## src/rtl/subneg_pkg.sv

```systemverilog
// Shared types and constants for the SUBNEG/SUBLEQ control unit.
//   state_t       : controller state encoding
//   ADDR_*        : memory address mux selects driven on addr_sel
//   MODE_*        : branch-condition selection for the MODE parameter
//   is_mem_state  : 1 for states that own a memory handshake
//   addr_of       : address mux select for a given state
package subneg_pkg;

  typedef enum logic [3:0] {
    S_IDLE    = 4'd0,
    S_FETCH_A = 4'd1,
    S_FETCH_B = 4'd2,
    S_FETCH_C = 4'd3,
    S_READ_A  = 4'd4,
    S_READ_B  = 4'd5,
    S_WRITE_B = 4'd6,
    S_BRANCH  = 4'd7,
    S_PAUSE   = 4'd8,
    S_HALT    = 4'd9
  } state_t;

  localparam logic [1:0] ADDR_PC = 2'd0;
  localparam logic [1:0] ADDR_A  = 2'd1;
  localparam logic [1:0] ADDR_B  = 2'd2;

  localparam int MODE_SUBNEG = 0;
  localparam int MODE_SUBLEQ = 1;

  function automatic logic is_mem_state(input state_t s);
    return (s == S_FETCH_A) || (s == S_FETCH_B) || (s == S_FETCH_C) ||
           (s == S_READ_A)  || (s == S_READ_B)  || (s == S_WRITE_B);
  endfunction

  function automatic logic [1:0] addr_of(input state_t s);
    case (s)
      S_READ_A:           return ADDR_A;
      S_READ_B, S_WRITE_B: return ADDR_B;
      default:            return ADDR_PC;
    endcase
  endfunction

endpackage

```

## src/rtl/subneg_ctrl_hs_sat_cnt.sv

```systemverilog
// Saturating up-counter used for the retired-instruction count.
//   clk   : clock
//   rst_n : synchronous active-low reset (clears value)
//   inc   : count one event this cycle
//   value : current count, sticks at all-ones
module subneg_sat_cnt #(
  parameter int W = 16
) (
  input  logic         clk,
  input  logic         rst_n,
  input  logic         inc,
  output logic [W-1:0] value
);

  always_ff @(posedge clk) begin
    if (!rst_n)
      value <= '0;
    else if (inc && (value != '1))
      value <= value + W'(1);
  end

endmodule

```

## src/rtl/subneg_ctrl_hs.sv

```systemverilog
// Multi-cycle controller for a SUBNEG/SUBLEQ core. Sequences
// fetch A/B/C, read mem[A], read mem[B], write mem[B]-mem[A], branch.
// Every memory access is a req/ack handshake with arbitrary wait states.
//   clk, rst_n        : clock, synchronous active-low reset
//   start             : leave IDLE
//   step_en, step     : single-step control (PAUSE after each instruction)
//   mem_ack           : memory completes current access this cycle
//   neg, zero         : datapath result flags (valid in WRITE_B/BRANCH)
//   self_loop         : C equals the instruction start address
//   mem_req, mem_we   : memory request / write qualifier (registered)
//   addr_sel          : address mux select (registered, ADDR_* constants)
//   ld_a/b/c, ld_opa/opb, pc_inc, pc_we : datapath strobes (combinational)
//   busy, halted      : status (registered)
//   instr_cnt         : retired instructions, saturating
module subneg_ctrl_hs
  import subneg_pkg::*;
#(
  parameter int MODE         = MODE_SUBNEG,
  parameter int HALT_ON_SELF = 1,
  parameter int CNT_W        = 16
) (
  input  logic             clk,
  input  logic             rst_n,
  input  logic             start,
  input  logic             step_en,
  input  logic             step,
  input  logic             mem_ack,
  input  logic             neg,
  input  logic             zero,
  input  logic             self_loop,
  output logic             mem_req,
  output logic             mem_we,
  output logic [1:0]       addr_sel,
  output logic             ld_a,
  output logic             ld_b,
  output logic             ld_c,
  output logic             ld_opa,
  output logic             ld_opb,
  output logic             pc_inc,
  output logic             pc_we,
  output logic             busy,
  output logic             halted,
  output logic [CNT_W-1:0] instr_cnt
);

  state_t state;
  state_t state_nxt;
  logic   taken;

  assign taken = (MODE == MODE_SUBLEQ) ? (neg | zero) : neg;

  always_comb begin
    state_nxt = state;
    case (state)
      S_IDLE:    if (start)   state_nxt = S_FETCH_A;
      S_FETCH_A: if (mem_ack) state_nxt = S_FETCH_B;
      S_FETCH_B: if (mem_ack) state_nxt = S_FETCH_C;
      S_FETCH_C: if (mem_ack) state_nxt = S_READ_A;
      S_READ_A:  if (mem_ack) state_nxt = S_READ_B;
      S_READ_B:  if (mem_ack) state_nxt = S_WRITE_B;
      S_WRITE_B: if (mem_ack) state_nxt = S_BRANCH;
      S_BRANCH: begin
        if (taken && self_loop && (HALT_ON_SELF != 0)) state_nxt = S_HALT;
        else if (step_en)                              state_nxt = S_PAUSE;
        else                                           state_nxt = S_FETCH_A;
      end
      // Dropping step_en releases a paused core just like a step pulse.
      S_PAUSE:   if (step || !step_en) state_nxt = S_FETCH_A;
      S_HALT:    state_nxt = S_HALT;
      default:   state_nxt = S_IDLE;
    endcase
  end

  // Handshake outputs are decoded from the next state so they are
  // registered yet line up with the state they belong to.
  always_ff @(posedge clk) begin
    if (!rst_n) begin
      state    <= S_IDLE;
      mem_req  <= 1'b0;
      mem_we   <= 1'b0;
      addr_sel <= ADDR_PC;
      busy     <= 1'b0;
      halted   <= 1'b0;
    end else begin
      state    <= state_nxt;
      mem_req  <= is_mem_state(state_nxt);
      mem_we   <= (state_nxt == S_WRITE_B);
      addr_sel <= addr_of(state_nxt);
      busy     <= !((state_nxt == S_IDLE) || (state_nxt == S_PAUSE) ||
                    (state_nxt == S_HALT));
      halted   <= (state_nxt == S_HALT);
    end
  end

  // Load strobes fire only in the ack cycle of their access.
  assign ld_a   = (state == S_FETCH_A) && mem_ack;
  assign ld_b   = (state == S_FETCH_B) && mem_ack;
  assign ld_c   = (state == S_FETCH_C) && mem_ack;
  assign ld_opa = (state == S_READ_A)  && mem_ack;
  assign ld_opb = (state == S_READ_B)  && mem_ack;
  assign pc_inc = ld_a || ld_b || ld_c;
  assign pc_we  = (state == S_BRANCH) && taken;

  subneg_sat_cnt #(.W(CNT_W)) u_cnt (
    .clk   (clk),
    .rst_n (rst_n),
    .inc   (state == S_BRANCH),
    .value (instr_cnt)
  );

endmodule

```

## config.mk

```make
export PLATFORM = sky130hd
export DESIGN_NAME = subneg_ctrl_hs
export DESIGN_NICKNAME = d
export VERILOG_FILES = /design/src/rtl/subneg_pkg.sv /design/src/rtl/subneg_ctrl_hs_sat_cnt.sv /design/src/rtl/subneg_ctrl_hs.sv
export SDC_FILE = /design/constraint.sdc
export NUM_CORES = 1
export LEC_CHECK = 0
export CAP_MARGIN = 20
export CORE_ASPECT_RATIO = 0.9
export CORE_MARGIN = 2
export CORE_UTILIZATION = 45
export DETAILED_ROUTE_END_ITERATION = 8
export PLACE_DENSITY = 0.76
export SLEW_MARGIN = 20
export SYNTH_ARGS = -nofsm -noshare
export SYNTH_HDL_FRONTEND = slang
export SYNTH_SLANG_ARGS = --single-unit
```

## constraint.sdc

```tcl
create_clock -name clk -period 2.3 [get_ports clk]
set_clock_uncertainty 0.2 [all_clocks]
set_input_delay 0.69 -clock clk [delete_from_list [all_inputs] [get_ports clk]]
set_output_delay 0.69 -clock clk [all_outputs]
set_load 0.02 [all_outputs]
```

### After elaboration in Yosys (flattened, before gate mapping)

Cells that the tools add are included.

* register bits after elaboration: 26
* bits in latches: 0
* bits in writable memories: 0
* memory bits (read-only): 0
* bits of input ports: 9
* output and inout port bits: 29
* logic and storage cells: 61
* memories: 0

* add/sub/neg operators: 1
* multipliers: 0
* div/mod/pow operators: 0
* $lt $le $gt $ge: 0
* equal/unequal tests: 18
* shifts and indexed selects: 0
* multiplexer cells: 12
* bitwise gates (word level): 0
* reduce and logical (&&, ||, !) cells: 23

Operator list (number)
* $mux W4: 10
* $pmux W4 S10: 1
* $eq A4 B3 Y1 const B: 7
* $add A16 B1 Y16 const B: 1
* $eq A4 B2 Y1 const B: 4
* $eq A4 B4 Y1 const B: 4
* $ne A16 B16 Y1 const B: 1
* $logic_or A1 B1 Y1: 10
* $eq A4 B1 Y1 const B: 2
* $logic_and A1 B1 Y1: 8
* $logic_not A4 Y1: 2
* $pmux W2 S2: 1
* $logic_not A1 Y1: 2
* $reduce_or A2 Y1: 1

### Longest topological paths before layout

* depth after elaboration: 10
* depth in mapped cells: 7
* depth with buffers taken out: 6

### Hierarchy

A second synthesis with hierarchy kept.

* cell total of the unflattened synthesis: 174
* area total of the unflattened synthesis: 1461.4 sq um

Modules (own cells, without submodules)
* subneg_sat_cnt: instances 1, cells an instance 97, area each 837.1 sq um, seq. area each 320.3 sq um
* subneg_ctrl_hs: instances 1, cells an instance 77, area each 624.3 sq um, seq. area each 200.2 sq um

### Worst setup path after synthesis

No wires, ideal clock.

* path kind: input-to-output
* from: in mem_ack
* to: out ld_opa
* arrival time: 1.508 ns
* setup slack: -0.098 ns
* stages: 3
* cell sequence: clkbuf_1 > nand3_1 > nor3_1

* word-level cells in the longest chain between the ends: 1

Ends and longest elaborated chain
* start: declaration: line subneg_ctrl_hs.sv:27 `input logic mem_ack,`
* $logic_and A1 B1 Y1: line subneg_ctrl_hs.sv:99 `assign ld_opa = (state == S_READ_A) && mem_ack;`
* end: declaration: line subneg_ctrl_hs.sv:37 `output logic ld_opa,`

No other way between the ends.

### Worst setup path after layout

* from: in step_en
* to: reg busy

* word-level cells in the longest chain between the ends: 8
* elaborated cells between the ends (all ways): 12

Ends and longest elaborated chain
* start: declaration: line subneg_ctrl_hs.sv:25 `input logic step_en,`
* $logic_not A1 Y1: line subneg_ctrl_hs.sv:68 `S_PAUSE: if (step || !step_en) state_nxt = S_FETCH_A;`
* $logic_or A1 B1 Y1: line subneg_ctrl_hs.sv:68
* $mux W4: line subneg_ctrl_hs.sv:68
* $pmux W4 S10 (*): line subneg_ctrl_hs.sv:54 `case (state)`
* $eq A4 B4 Y1 / $logic_not A4 Y1 (equally long branches): line subneg_ctrl_hs.sv:89 `busy <= !((state_nxt == S_IDLE) || (state_nxt == S_PAUSE) ||`
* $logic_or A1 B1 Y1: line subneg_ctrl_hs.sv:89
* $logic_or A1 B1 Y1 (*): line subneg_ctrl_hs.sv:89
* $logic_not A1 Y1 (*): line subneg_ctrl_hs.sv:89
* end signal: assignment: line subneg_ctrl_hs.sv:89
* end: declaration: line subneg_ctrl_hs.sv:41 `output logic busy,`

Every way passes the cells marked *; elsewhere a longest branch is shown, timed or not.
A chain may end at the register's enable or synchronous reset.

==> flow_summary.rst <==
.. list-table::
   :header-rows: 1

   * - Metric
     - Value
   * - Number of instances in the synthesized netlist
     - 152
   * - Antenna violations before repair
     - 0
   * - Worst Setup Start Kind
     - input pin
   * - Total iterations of the first detailed-routing run
     - 4
   * - Clk sink count
     - 26
   * - Area growth syn-to-layout
     - 45.5%
   * - Grt total ovfl
     - 0
   * - Final worst path period share
     - 0.979
   * - Leakage power
     - 1.00 nW
   * - Worst-skew pair later-pin latency
     - 340 ps
   * - Pin slew with the least headroom to its limit
     - 405 ps
   * - Worst-case hold slack
     - 305 ps
   * - Boundary Pins
     - 38
   * - IO buf count
     - 36
   * - Number of storage elements in the synthesis netlist
     - 26
   * - Cells along the critical path
     - clkdlybuf4s50_1 > inv_1 > o211a_1 > a221o_1 > or2_4 > o311a_1
   * - Worst IR Drop VDD
     - 247 uV
   * - Maximum achievable frequency
     - 444 MHz
   * - Most common library cell in the layout ignoring fill and taps
     - dfxtp_1
   * - Overall via count from detail_route
     - 1314
   * - Cell area after synthesis
     - 1340 um2
   * - Syn_area_per_cell
     - 8.78 um2
   * - Slack of the worst reg-to-reg path
     - 170 ps
   * - Chip height
     - 55.7 um
   * - Normalized max-slew margin
     - 0.727
   * - Number of vias per cell after detailed routing
     - 5.32
   * - WL final
     - 3280 um
   * - Clock-pin slew on the worst setup and hold paths
     - 150 ps
   * - Antenna Violating Nets Remaining
     - 0
   * - Part of the Yosys area used for sequential elements
     - 0.390
   * - Worst-path maximum fanout
     - 5
   * - Number of DRC violations after detailed-routing iteration 0
     - 41
   * - Average detailed-routed wire length per instance
     - 13.3 um
   * - TritonCTS clock tree
     - yes
   * - Unrepaired setup endpoints after global routing
     - false
   * - Time the final worst path needs with I/O delays and setup
     - 2250 ps
   * - Syn Nets
     - 162
   * - Layout cell share with drive strength beyond 1
     - 0.213
   * - Max-slew violation count
     - 0
   * - Total core area
     - 2790 um2
   * - Count of max-cap constraint violations
     - 0
   * - First-pass GRT wire length
     - 5930 um
   * - Number of global-route vias before repair
     - 1372
   * - Global Route Usage Sum
     - 0.220
   * - Post-layout nets
     - 218
   * - Warning count from the yosys run
     - 0
   * - Fillers
     - 258
   * - Slowest stage cell, crit path
     - clkdlybuf4s50_1
   * - Hpwl dp
     - 2500 um
   * - Maximum cell stage delay along the critical path
     - 490 ps
   * - Remaining DRCs
     - 0
   * - Cell family with most CP delay
     - compound AO/OA/AOI/OAI gates
   * - Start-to-end type of the worst setup path
     - input pin to flip-flop
   * - Setup-violating endpoint count in the final report
     - 0
   * - Number of buffer and inverter instances along the worst setup path
     - 2
   * - Pwr Density
     - 493 nW/um2
   * - Number of flops mapped to enable cells by yosys
     - 0
   * - Post-CTS Setup Repair Bufs
     - 0
   * - Area of the die
     - 3420 um2
   * - CTS Root Buffer Type
     - clkbuf_4
   * - Critical Path AT
     - 2290 ps
   * - Result of the run
     - finished clean
   * - Total CTS buffers
     - 3
   * - Maximum number of buffers from clock root to sink
     - 2
   * - Worst EP required
     - 2340 ps
   * - Chip Width
     - 61.4 um
   * - Row count
     - 18
   * - Hold/Removal Path Class
     - flip-flop to flip-flop
   * - Initial Util
     - 0.478
   * - Capturing element type of the critical path
     - flip-flop
   * - Global placement routability congestion
     - 0.870
   * - Top library cells by usage in the layout, fill and taps aside
     - 25 x dfxtp_1, 23 x buf_4, 15 x and2_1
   * - CTS H-tree lvls
     - 1
   * - Pre-CTS setup slack
     - -707 ps
   * - Synth async-reset ratio
     - 0
   * - Diodes inserted
     - 0
   * - Post-synthesis cell type count
     - 46
   * - Worst path setup slack after routing
     - 48.3 ps
   * - Most common flop cell mapped by yosys
     - dfxtp_1
   * - Hold violation count in the final report
     - 0
   * - Maximum number of pins on one net before global-route repair
     - 23
-- power by group --
part / switching (mW) / internal [mW]
Combinational: 0.0816 / 0.0836
Clock: 0.149 / 0.176
Sequential: 0.00537 / 0.461
-- cell families (layout without fill, tap and decap cells) --
kind of cell,after synthesis,count (layout),synth area share
buffers and inverters,9,64,0.0328
flip-flops,26,26,0.390
adder cells (fa/ha/maj),1,1,0.00937
multiplexers,2,2,0.0150
AO/OA/AOI/OAI,29,29,0.164
AND/OR/NAND/NOR,76,76,0.330
XOR/XNOR,9,9,0.0590
-- registers in the layout (all words and copies together), names as in the netlist --
signal       count
addr_sel         2
busy             1
halted           1
mem_req          1
mem_we           1
state            4
u_cnt.value     16
-- area by class of cell --
cell class,instances,area (um2),share of cell area
clock buffers,3,22.5,0.0116
repair buffers,57,508,0.262
clock inverters,1,30.0,0.0155
multi-input cells,117,798,0.411
well taps,40,50.0,0.0258
inverters,3,11.3,0.00580
flip-flops and latches,26,522,0.269
-- worst min-delay path, stage by stage, from the launching register on --
cell and delay [ps]:
dfxtp_1 360, o31ai_1 70, a21boi_1 50
-- synth_stat cells (all sizes together) (3+ instances only) --
cell type | count | area share
nand3 | 7 | 0.026
nor2 | 8 | 0.022
a21boi | 3 | 0.017
and2 | 16 | 0.075
and4 | 4 | 0.026
o21ai | 8 | 0.033
a21oi | 3 | 0.011
dfxtp | 26 | 0.39
nand2b | 4 | 0.019
nand4 | 3 | 0.014
buf | 3 | 0.016
and3 | 5 | 0.023
clkbuf | 3 | 0.0084
xnor2 | 7 | 0.046
nor3 | 4 | 0.015
nor2b | 3 | 0.014
inv | 3 | 0.0084
nand2 | 11 | 0.031
-- routing by layer --
metal,vias to the layer above,GRT usage,share of wire
li1,658,-,-
met1,610,0.296,0.46
met2,40,0.354,0.48
met3,6,0.0419,0.047
met4,0,0.0608,0.016
met5,-,0,0
-- worst paths after layout --
kind	start	endpoint	depth (start not counted)
max	step_en	busy	6
min	u_cnt.value[9]	u_cnt.value[9]	2
max reg2reg	state[2]	u_cnt.value[9]	6
min reg2reg	u_cnt.value[9]	u_cnt.value[9]	2
-- through the flow --
step / setup TNS (ps) / instance area, um2 / util / instances / total power [mW]
3_3_place_gp: -6900 / 1880 / 0.672 / 243 / 0.635
3_5_place_dp: -7290 / 1880 / 0.672 / 243 / 0.638
5_1_grt: 0 / 1940 / 0.695 / 247 / 0.999
6_report: 0 / 1940 / 0.695 / 247 / 0.957
4_1_cts: 0 / 1900 / 0.679 / 247 / 0.951
2_1_floorplan: 0 / 1340 / - / 152 / 0.556
-- what timing repair did --
item,4_1_cts,5_1_grt
setup endpoints to repair,16,20
gates resized for setup,38,18
hold buffers,0,0
pin swaps,2,3
Power figures use the tool's default switching activity.
==> RTL change, RTL diff (config.mk and constraints unchanged) <==
Change the parameter `CNT_W` from 16 to 32.
--- a/src/rtl/subneg_ctrl_hs.sv
+++ b/src/rtl/subneg_ctrl_hs.sv
@@ -18,5 +18,5 @@
   parameter int MODE         = MODE_SUBNEG,
   parameter int HALT_ON_SELF = 1,
-  parameter int CNT_W        = 16
+  parameter int CNT_W        = 32
 ) (
   input  logic             clk,
Interface: changed (resized instr_cnt); port bits go from 38 to 54. The function was not compared with the original's and may differ.
==> RTL change against the original RTL <==
  * Power grew 53%
  * Sequential cell count is 16 higher
  * Highest routed layer unchanged
  * Synthesized cell count is 68% higher
  * First-iteration DRC count grew to 2.8 times the old value
  * Synthesized area increased by 69%
  * The run now ends with negative setup slack left
  * Wire length rose by 78%
  * Critical path depth fell by 2
  * Setup slack got worse by 0.061 ns
  * Cell area grew 70%
==> RTL change: results (changes against the original RTL) <==
share of the yosys chip area belonging to registers 37.4% (-1.6 points); arrival time at the worst endpoint 1.42 ns (-0.87 ns); Clock H-tree levels 2 (+1); via total after detailed routing 2325 (+77%); number of search-and-repair iterations in the first detailed-routing pass 4 (unchanged); number of global-route vias before repair 2119 (+54%); root buffer cell sky130_fd_sc_hd__clkbuf_8; number of cells in the design after placement 405 (+67%); static leakage 1.41 nW (+40%); number of warning messages in the yosys log 0 (unchanged); met1 capacity usage during global routing 28.0% (-1.6 points); clock input transition at the sequential cells of the worst setup and hold paths 0.08 ns (-0.07 ns); Worst Hold Class reg -> reg; Synth async-reset ratio 0% (unchanged); maximum buffer depth of the clock tree 2 (unchanged); all-layer global routing usage 21.1% (-0.91 points); largest net degree at the start of global routing 17 (-26%); met2 Track Usage GR 34.7% (-0.75 points); Synth area leaders sky130_fd_sc_hd__dfxtp_1 (37%), sky130_fd_sc_hd__or4_1 (4.0%), sky130_fd_sc_hd__xnor2_1 (3.9%); Clk Latency, worst-skew pair 0.29 ns (-0.05 ns); violation count after the first detailed-routing iteration 113 (+180%); post-detailed-routing wire length 5820 um (+78%); met3 usage 4.34% (+0.15 points); Port Buf Inserts 52 (+44%); flip-flop cell with the highest count after synthesis sky130_fd_sc_hd__dfxtp_1; worst vdd rail ir drop 0.320 mV (+29%); mean instance size in the synthesized netlist 8.79 um2 (+0.11%); wire length of the first global-routing pass 9570 um (+61%); Inserted Clock Buffers 5 (+2); slew margin rel. 63.9% (-8.8 points); result of the run finished, violations left; share of final-layout standard cells stronger than drive strength 1 27.9% (+6.6 points); Placer Congestion 0.882 (+1.3%); largest registers u_cnt.value x32, state x4, addr_sel x2; antenna fix cells 0 (unchanged); Critical Path Fanout Max 4 (-1); Cell Area, Placed 3110 um2 (+66%); number of antenna violations at the first check in global routing 0 (unchanged); final setup fails 2 (+2); failing checks negative setup slack; fin nets 357 (+64%); detail-routed via count per cell 5.63 (+5.8%); worst-case setup margin in the final layout -0.0131 ns (-0.0614 ns); number of distinct standard cells referenced by the synthesized netlist 54 (+17%); commonest cells in the netlist sky130_fd_sc_hd__dfxtp_1 (42), sky130_fd_sc_hd__nor2_1 (20), sky130_fd_sc_hd__nand2_1 (19); sum of net half-perimeters after detailed placement 4220 um (+69%); Net Count, Synth 266 (+64%)
RTL change: cell types whose count changed in the layout (fill, tap and decap cells not counted), sizes merged, moves of 13 or more:
| cell | before | now |
|---|---|---|
| a21oi | 3 | 19 |
| and2 | 16 | 3 |
| buf | 28 | 54 |
| clkdlybuf4s50 | 13 | 26 |
| dfxtp | 26 | 42 |
RTL change: per-layer routing:
metal  vias up  share of wire [%]
met2        77                 46
met3         8                6.6
li1       1156                  -
met5         -                  0
met1      1084                 46
met4         0                1.0
RTL change: power by group:
part	switching (mW)	total [mW]	internal [mW]
registers	0.00534	0.740	0.735
clock network	0.259	0.578	0.320
logic	0.0736	0.144	0.0706
RTL change: stage by stage:
stage          util, %  hold WS [ns]  setup TNS (ns)  worst slack (ns)  total power [mW]
4_1_cts           66.3         0.297               0           0.00668              1.46
3_5_place_dp      64.3         0.289           -7.31            -0.974             0.890
2_1_floorplan        -         0.353          -0.259           -0.0647             0.818
6_report          68.3         0.293         -0.0150           -0.0131              1.46
5_1_grt           68.3         0.341          -0.156           -0.0366              1.51
3_3_place_gp      64.3         0.279           -7.19            -0.958             0.888
RTL change: kinds of logic (layout without fill, tap and decap cells):
group,count (synthesis),count (layout),share of synthesized area [%]
AND/OR/NAND/NOR,116,116,31.5
adder cells (fa/ha/maj),1,1,0.556
XOR/XNOR,11,11,4.61
flip-flops,42,42,37.4
buffers and inverters,21,113,5.06
AO/OA/AOI/OAI,65,65,20.9
RTL change: worst paths after layout:
path | start | endpoint | slack (ns) | cells after the start
worst max register to register | state[3] | u_cnt.value[27] | 0.04 | 7
worst min register to register | u_cnt.value[10] | u_cnt.value[10] | 0.29 | 2
worst max-delay path | mem_ack | ld_a | -0.01 | 4
worst min-delay path | u_cnt.value[10] | u_cnt.value[10] | 0.29 | 2
RTL change: layout make-up:
cell class	count	area [um2]
fill	396	1530
multi-input combinational	193	1360
timing repair buffer	98	886
sequential	42	845
tap	65	81.3
clock buffer	5	68.8
clock inverter	3	40.0
inverter	7	26.3
RTL change: worst max-delay path, stage by stage:
cell                     delay, ns
sky130_fd_sc_hd__buf_6        0.07
sky130_fd_sc_hd__or3b_4       0.43
sky130_fd_sc_hd__nor2_2       0.11
sky130_fd_sc_hd__buf_6        0.12
RTL change: what timing repair did:
action / CTS / global route
buffers inserted: 0 / 0
gates resized for setup: 47 / 33
setup endpoints to repair: 12 / 27
pin swaps: 4 / 0
